==> src/rtl/bsg_fifo_reorder_pkg.sv <==
// ============================================================================
// bsg_fifo_reorder_pkg
// Pointer-width helpers and modulo pointer arithmetic for the reorder FIFO.
// Revision: 1.0
// ============================================================================
`default_nettype none

package bsg_fifo_reorder_pkg;

    // A slot index needs lg_els_lp bits; the extra wrap bit tells full from empty.
    function automatic int lg_els_f(input int els);
        return $clog2(els);
    endfunction

    function automatic int ptr_width_f(input int els);
        return $clog2(els) + 1;
    endfunction

    function automatic logic [31:0] ptr_diff_f(input logic [31:0] a,
                                               input logic [31:0] b,
                                               input int          w);
        logic [31:0] mask;
        mask = (32'd1 << w) - 32'd1;
        return (a - b) & mask;
    endfunction

endpackage

`default_nettype wire

==> src/rtl/bsg_fifo_reorder_head_scan.sv <==
// ============================================================================
// bsg_fifo_reorder_head_scan
// Counts contiguous valid slots starting at the head (combinational).
// Revision: 1.0
// ============================================================================
`default_nettype none

module bsg_fifo_reorder_head_scan
    import bsg_fifo_reorder_pkg::*;
#(
    parameter  int els_p        = 8,
    parameter  int deq_els_p    = 1,
    localparam int lg_els_lp    = lg_els_f(els_p),
    localparam int cnt_width_lp = $clog2(deq_els_p + 1)
) (
    input  logic [els_p-1:0]        valid_i,
    input  logic [lg_els_lp-1:0]    rptr_i,
    output logic [cnt_width_lp-1:0] count_o
);

    logic [deq_els_p-1:0] rotated;
    logic [deq_els_p-1:0] scan;
    logic                 run;

    always_comb begin
        // Doubling the vector makes the rotation wrap past slot els_p-1.
        rotated = deq_els_p'({valid_i, valid_i} >> rptr_i);
        scan    = '0;
        run     = 1'b1;
        for (int k = 0; k < deq_els_p; k++) begin
            run     = run & rotated[k];
            scan[k] = run;
        end
        count_o = '0;
        for (int k = 0; k < deq_els_p; k++) begin
            count_o = count_o + cnt_width_lp'(scan[k]);
        end
    end

endmodule

`default_nettype wire

==> src/rtl/bsg_fifo_reorder_multi_deq.sv <==
// ============================================================================
// bsg_fifo_reorder_multi_deq
// Reorder buffer: block allocation, out-of-order writes, multi-entry dequeue.
// Optional write/count checking: BSG_FIFO_REORDER_MULTI_DEQ_WRITE_CHECK_EN.
// Revision: 1.0
// ============================================================================
`default_nettype none

module bsg_fifo_reorder_multi_deq
    import bsg_fifo_reorder_pkg::*;
#(
    parameter  int width_p      = 16,
    parameter  int els_p        = 8,
    parameter  int deq_els_p    = 1,
    localparam int lg_els_lp    = lg_els_f(els_p),
    localparam int ptr_width_lp = ptr_width_f(els_p),
    localparam int cnt_width_lp = $clog2(deq_els_p + 1)
) (
    input  logic                         clk_i,
    input  logic                         reset_i,
    input  logic [ptr_width_lp-1:0]      alloc_count_i,
    output logic [ptr_width_lp-1:0]      alloc_free_count_o,
    output logic [lg_els_lp-1:0]         alloc_id_o,
    input  logic                         write_v_i,
    input  logic [lg_els_lp-1:0]         write_id_i,
    input  logic [width_p-1:0]           write_data_i,
    output logic [cnt_width_lp-1:0]      deq_v_count_o,
    output logic [deq_els_p*width_p-1:0] deq_data_o,
    output logic [lg_els_lp-1:0]         deq_id_o,
    input  logic [cnt_width_lp-1:0]      deq_yumi_count_i,
    output logic                         empty_o,
    output logic                         error_o
);

    logic [ptr_width_lp-1:0] wptr_q, wptr_d;
    logic [ptr_width_lp-1:0] rptr_q, rptr_d;
    logic [els_p-1:0]        valid_q, valid_d;
    logic [width_p-1:0]      mem_q [els_p];
    logic [width_p-1:0]      mem_d [els_p];

    logic [ptr_width_lp-1:0] used;
    logic [ptr_width_lp-1:0] free;
    logic [cnt_width_lp-1:0] scan_count;
    logic [ptr_width_lp-1:0] alloc_eff;
    logic [cnt_width_lp-1:0] yumi_eff;
    logic                    alloc_ok;
    logic                    yumi_ok;
    logic                    write_ok;

    assign used = ptr_width_lp'(ptr_diff_f(32'(wptr_q), 32'(rptr_q), ptr_width_lp));
    assign free = ptr_width_lp'(els_p) - used;

    bsg_fifo_reorder_head_scan #(
        .els_p     (els_p),
        .deq_els_p (deq_els_p)
    ) u_head_scan (
        .valid_i (valid_q),
        .rptr_i  (rptr_q[lg_els_lp-1:0]),
        .count_o (scan_count)
    );

    assign alloc_free_count_o = free;
    assign alloc_id_o         = wptr_q[lg_els_lp-1:0];
    assign deq_id_o           = rptr_q[lg_els_lp-1:0];
    assign empty_o            = (used == '0);
    assign deq_v_count_o      = (ptr_width_lp'(scan_count) > used)
                              ? cnt_width_lp'(used) : scan_count;

    for (genvar k = 0; k < deq_els_p; k++) begin : g_deq_data
        assign deq_data_o[k*width_p +: width_p] =
            mem_q[rptr_q[lg_els_lp-1:0] + lg_els_lp'(k)];
    end

`ifdef BSG_FIFO_REORDER_MULTI_DEQ_WRITE_CHECK_EN
    logic                 error_q, error_d;
    logic [lg_els_lp-1:0] write_offset;
    logic                 write_alloc;

    assign write_offset = write_id_i - rptr_q[lg_els_lp-1:0];
    assign write_alloc  = ({1'b0, write_offset} < used);
    assign error_o      = error_q;
`else
    assign error_o      = 1'b0;
`endif

    always_comb begin
        alloc_ok = 1'b1;
        yumi_ok  = 1'b1;
        write_ok = write_v_i;
`ifdef BSG_FIFO_REORDER_MULTI_DEQ_WRITE_CHECK_EN
        alloc_ok = (alloc_count_i <= free);
        yumi_ok  = (deq_yumi_count_i <= deq_v_count_o);
        write_ok = write_v_i & write_alloc & ~valid_q[write_id_i];
        error_d  = error_q | ~alloc_ok | ~yumi_ok | (write_v_i & ~write_ok);
`endif
        alloc_eff = alloc_ok ? alloc_count_i : '0;
        yumi_eff  = yumi_ok ? deq_yumi_count_i : '0;
        wptr_d    = wptr_q + alloc_eff;
        rptr_d    = rptr_q + ptr_width_lp'(yumi_eff);
        valid_d   = valid_q;
        mem_d     = mem_q;
        if (write_ok) begin
            valid_d[write_id_i] = 1'b1;
            mem_d[write_id_i]   = write_data_i;
        end
        // Retire clears are applied last so they override a same-slot write.
        for (int i = 0; i < deq_els_p; i++) begin
            if (cnt_width_lp'(i) < yumi_eff) begin
                valid_d[rptr_q[lg_els_lp-1:0] + lg_els_lp'(i)] = 1'b0;
            end
        end
    end

    always_ff @(posedge clk_i or posedge reset_i) begin
        if (reset_i) begin
            wptr_q  <= '0;
            rptr_q  <= '0;
            valid_q <= '0;
`ifdef BSG_FIFO_REORDER_MULTI_DEQ_WRITE_CHECK_EN
            error_q <= 1'b0;
`endif
        end else begin
            wptr_q  <= wptr_d;
            rptr_q  <= rptr_d;
            valid_q <= valid_d;
`ifdef BSG_FIFO_REORDER_MULTI_DEQ_WRITE_CHECK_EN
            error_q <= error_d;
`endif
        end
    end

    always_ff @(posedge clk_i) begin
        mem_q <= mem_d;
    end

`ifndef SYNTHESIS
    a_alloc_range: assert property (@(posedge clk_i) disable iff (reset_i)
        alloc_count_i <= ptr_width_lp'(els_p));
    a_yumi_range: assert property (@(posedge clk_i) disable iff (reset_i)
        deq_yumi_count_i <= cnt_width_lp'(deq_els_p));
`ifndef BSG_FIFO_REORDER_MULTI_DEQ_WRITE_CHECK_EN
    a_alloc_free: assert property (@(posedge clk_i) disable iff (reset_i)
        alloc_count_i <= alloc_free_count_o);
    a_yumi_avail: assert property (@(posedge clk_i) disable iff (reset_i)
        deq_yumi_count_i <= deq_v_count_o);
`endif
`endif

endmodule

`default_nettype wire

==> config.mk <==
export PLATFORM = sky130hd
export DESIGN_NAME = bsg_fifo_reorder_multi_deq
export DESIGN_NICKNAME = d
export VERILOG_FILES = /design/src/rtl/bsg_fifo_reorder_pkg.sv /design/src/rtl/bsg_fifo_reorder_head_scan.sv /design/src/rtl/bsg_fifo_reorder_multi_deq.sv
export SDC_FILE = /design/constraint.sdc
export NUM_CORES = 1
export LEC_CHECK = 0
export CAP_MARGIN = 5
export CORE_MARGIN = 2
export CORE_UTILIZATION = 50
export DETAILED_ROUTE_END_ITERATION = 10
export PLACE_DENSITY = 0.71
export SKIP_CTS_REPAIR_TIMING = 1
export SLEW_MARGIN = 20
export SYNTH_ARGS = -nofsm -noshare
export SYNTH_HDL_FRONTEND = slang
export SYNTH_SLANG_ARGS = --single-unit
==> constraint.sdc <==
create_clock -name clk_i -period 3.74 [get_ports clk_i]
set_input_delay 0.935 -clock clk_i [delete_from_list [all_inputs] [get_ports clk_i]]
set_output_delay 0.935 -clock clk_i [all_outputs]
set_load 0.01 [all_outputs]
==> results_dict.tcl, run 1 <==
set metrics [dict create \
    critical_path_depth 7 \
    critical_path_arrival_ns 2.77 \
    worstHoldPathCells 1 \
    placementRows 39 \
    grt.overflow.total 0 \
    crit_end "deq_v_count_o" \
    compound_cell_area_share_of_the_yosys_netlist_pct 1.47 \
    slew_violations 0 \
    synth-edff-count 128 \
    worst_slew_pin_slew_ns 0.639 \
    floorplan.die_area_sq_um 12800 \
    grtUsageMet2_pct 29.1 \
    first_pass_iters 7 \
    final_core_utilization_pct 63.2 \
    ff_to_ff_path_depth 3 \
    numPlacedInstances 517 \
    grt.met3_usage_pct 4.55 \
    drc 7 \
    htree_num_levels 4 \
    wire_per_inst_um 19.4 \
    maxSlewHeadroom_pct 57.4 \
    muxShareOfSynthArea_pct 14.8 \
    r2r_end "valid_q[7]" \
    clk_root_buffer_cell "clkbuf_16" \
    n_fill_cell 828 \
    floorplan.initialDensity_pct 51.8 \
    final_period_minus_worst_setup_slack_ns 3.70 \
    sequentialPowerShare_pct 33.9 \
    floorplan.die.width_um 113 \
    netlist_instances 321 \
    grt_first_pass_wirelength_mm 16.9 \
    antennaDiodeCount 0 \
    postSynth.asyncResetShare_pct 11.1 \
    ys_warn_count 0 \
    num-nets-final 432 \
    critPathBufInv 1 \
    critical-path-max-stage-delay_ns 0.52 \
    pin_count_of_the_biggest_net_entering_global_routing 37 \
    pwr_density_cell_nw_per_um2 803 \
    final_worst_clock_skew_ns 0.00353 \
    cap_violations 0 \
    timing_worst_setup_path_type "reg -> out" \
    finalHoldViolations 0 \
    grt_setup_unrepaired "yes" \
    final_cell_count_no_fill 549 \
    grt_most_used_layer "met2" \
    hold_path.class "reg -> reg" \
    synth-simple-area-share_pct 5.28 \
    yosys.area_share.xor_xnor_pct 1.32 \
    end_kind "output port" \
    cts.path.max_buffers 2 \
    startpoint "rptr_q[1]" \
    cp_top_family "multiplexers" \
    setup_viol 0 \
    core-area_sq_um 11500 \
    worstPathCellList "mux4_2 > mux2i_2 > ha_1 > or4_4 > nor3_2 > mux2i_1 > buf_2" \
    layout-drive-gt1-share_pct 15.8 \
    grt_antenna_before_repair 0 \
    pwr-share-clk_pct 27.5 \
    vias_per_cell 5.53 \
    p_comb_share_pct 38.7 \
    layout.cells.most_common_list "128 x edfxtp_1, 52 x clkdlybuf4s50_1, 51 x nand2_1, 26 x mux4_1, 19 x buf_4" \
    place.detailed.hpwl_mm 6.30 \
    synth_fa_ha_area_share_pct 2.77 \
    power.internal_uw 4080 \
    power_switching_share_pct 30.1 \
    failed_checks "design-rule violations" \
    critical_path.max_fanout 5 \
    postRouteAntennaNets 0 \
    peak_supply_drop_mv 0.478 \
    worst-endpoint-required_ns 2.80 \
    placement.io_buffers 54 \
    reg2reg_from "rptr_q[0]" \
    ioPinCount 56 \
    drt_iter0_markers 200 \
    floorplan.die.height_um 113 \
    r2r_setup_slack_ns 2.10 \
    tritoncts_num_sinks 144 \
    ys_ff_latch 144 \
    routed_wl_mm 10.6 \
    switchingPower_uw 1760 \
    dominant_combinational_cell_family_by_area_after_synthesis "multiplexers" \
    grt.met1_usage_pct 24.6 \
    crit_slowest_cell "mux4_2" \
    clock_insertion_delay_worst_skew_ns 0.41 \
    tritoncts_clock_tree "yes" \
    layout_commonest_cell "edfxtp_1" \
    place_congestion 0.758 \
    mappedNetlistArea_sq_um 5970 \
    grt_pass1_vias 3132 \
    grt_use_total_pct 18.2 \
    layout-area-overhead-vs-synth_pct 21.9 \
    routed-via-count 3035 \
    tns_ns 0 \
    avgSynthCellArea_sq_um 18.6 \
    cts_buffers 17 \
    clk_transition_reported_paths_ns 0.06 \
    count_of_cell_types_in_the_netlist 30 \
    cellLeakagePower_uw 0.00266 \
    status "finished with violations" \
    fin_crit_sh_pct 99.0 \
    holdCritStartpoint "rptr_q[3]" \
    ys_dominant_reg_cell "edfxtp_1" \
    startpoint_class "register" \
    synth_fp_nets 360 \
    synth.yosys.seq_area_share_pct 71.1 \
    fmaxAchievable_ghz 0.270 \
]
-- layer usage --
| metal | part of all wire, % | wire length (um) |
|---|---|---|
| met5 | 0 | 0 |
| met4 | 1.4 | 149 |
| met3 | 4.4 | 470 |
| met1 | 44 | 4720 |
| met2 | 50 | 5300 |
-- flip-flops by register name, indices dropped and copies added, names as in the netlist --
name	cells
mem_q	128
valid_q	8
rptr_q	4
wptr_q	4
-- power by group through the flow --
stage,Combinational (uW),Sequential (uW),Clock [uW]
detailed placement,2270,2010,0
global route,2480,2000,1700
finish,2260,1980,1600
floorplan,1410,1990,0
global placement,2240,2000,0
CTS,2280,1980,1630
-- cell usage after synthesis, types with 2 or more instances --
cell      instances  area (sq um)
nand2_1          51           191
fa_1              2          40.0
a21oi_1           3          15.0
mux4_2            8           180
nand2b_1          3          18.8
nor3_1            3          15.0
xor2_1            3          26.3
mux4_1           26           683
buf_6             4          45.0
mux2i_1           2          20.0
nor2_1           11          41.3
o32a_1            4          40.0
inv_1            12          45.0
buf_2             7          35.0
xnor2_1           6          52.6
buf_4             8          60.1
a31oi_1           4          25.0
dfrtp_1          16           400
edfxtp_1        128          3840
ha_1             10           125
-- cell families (layout without fill, tap and decap cells) --
group,Yosys count,after routing
xor gates and xnor gates,9,9
DFF,144,144
other,1,1
buffers and inverters,32,117
muxes,36,36
AOI/OAI and AO/OA,12,12
and+or+nand+nor,75,75
adders and majority gates,12,12
-- how the worst min path moves through the flow --
stage	to	slack (ns)
after CTS	rptr_q[3]	0.50
after global routing	valid_q[5]	0.52
after floorplan	valid_q[5]	0.46
after global placement	valid_q[3]	0.48
after detailed placement	rptr_q[3]	0.49
final	rptr_q[3]	0.50
-- final cells by class --
type | instances | area, sq um | area share, %
clock buffers | 18 | 429 | 5.90
clock inverters | 14 | 141 | 1.94
inverters | 12 | 45.0 | 0.619
multi-input cells | 145 | 1550 | 21.3
flip-flops and latches | 144 | 4250 | 58.4
well taps | 143 | 179 | 2.46
repair buffers | 73 | 681 | 9.36
-- metrics by stage --
stage | setup slack [ns] | power [uW] | hold slack [ns] | instance area (sq um)
detailed placement | -0.0385 | 4280 | 0.488 | 6700
global placement | -0.0527 | 4240 | 0.479 | 6700
finish | 0.0386 | 5840 | 0.498 | 7270
floorplan | 0.515 | 3400 | 0.465 | 5970
CTS | -0.492 | 5890 | 0.498 | 7270
global route | -0.150 | 6170 | 0.516 | 7270
(Power assumes the default switching activity.)
==> run 2, diff against run 1 <==
GPL_ROUTABILITY_DRIVEN = 0   (was unset)
HOLD_SLACK_MARGIN = 0.15   (was unset)
==> results of run 2 <==
The final DEF is identical to that of run 1; final timing and power are the same.
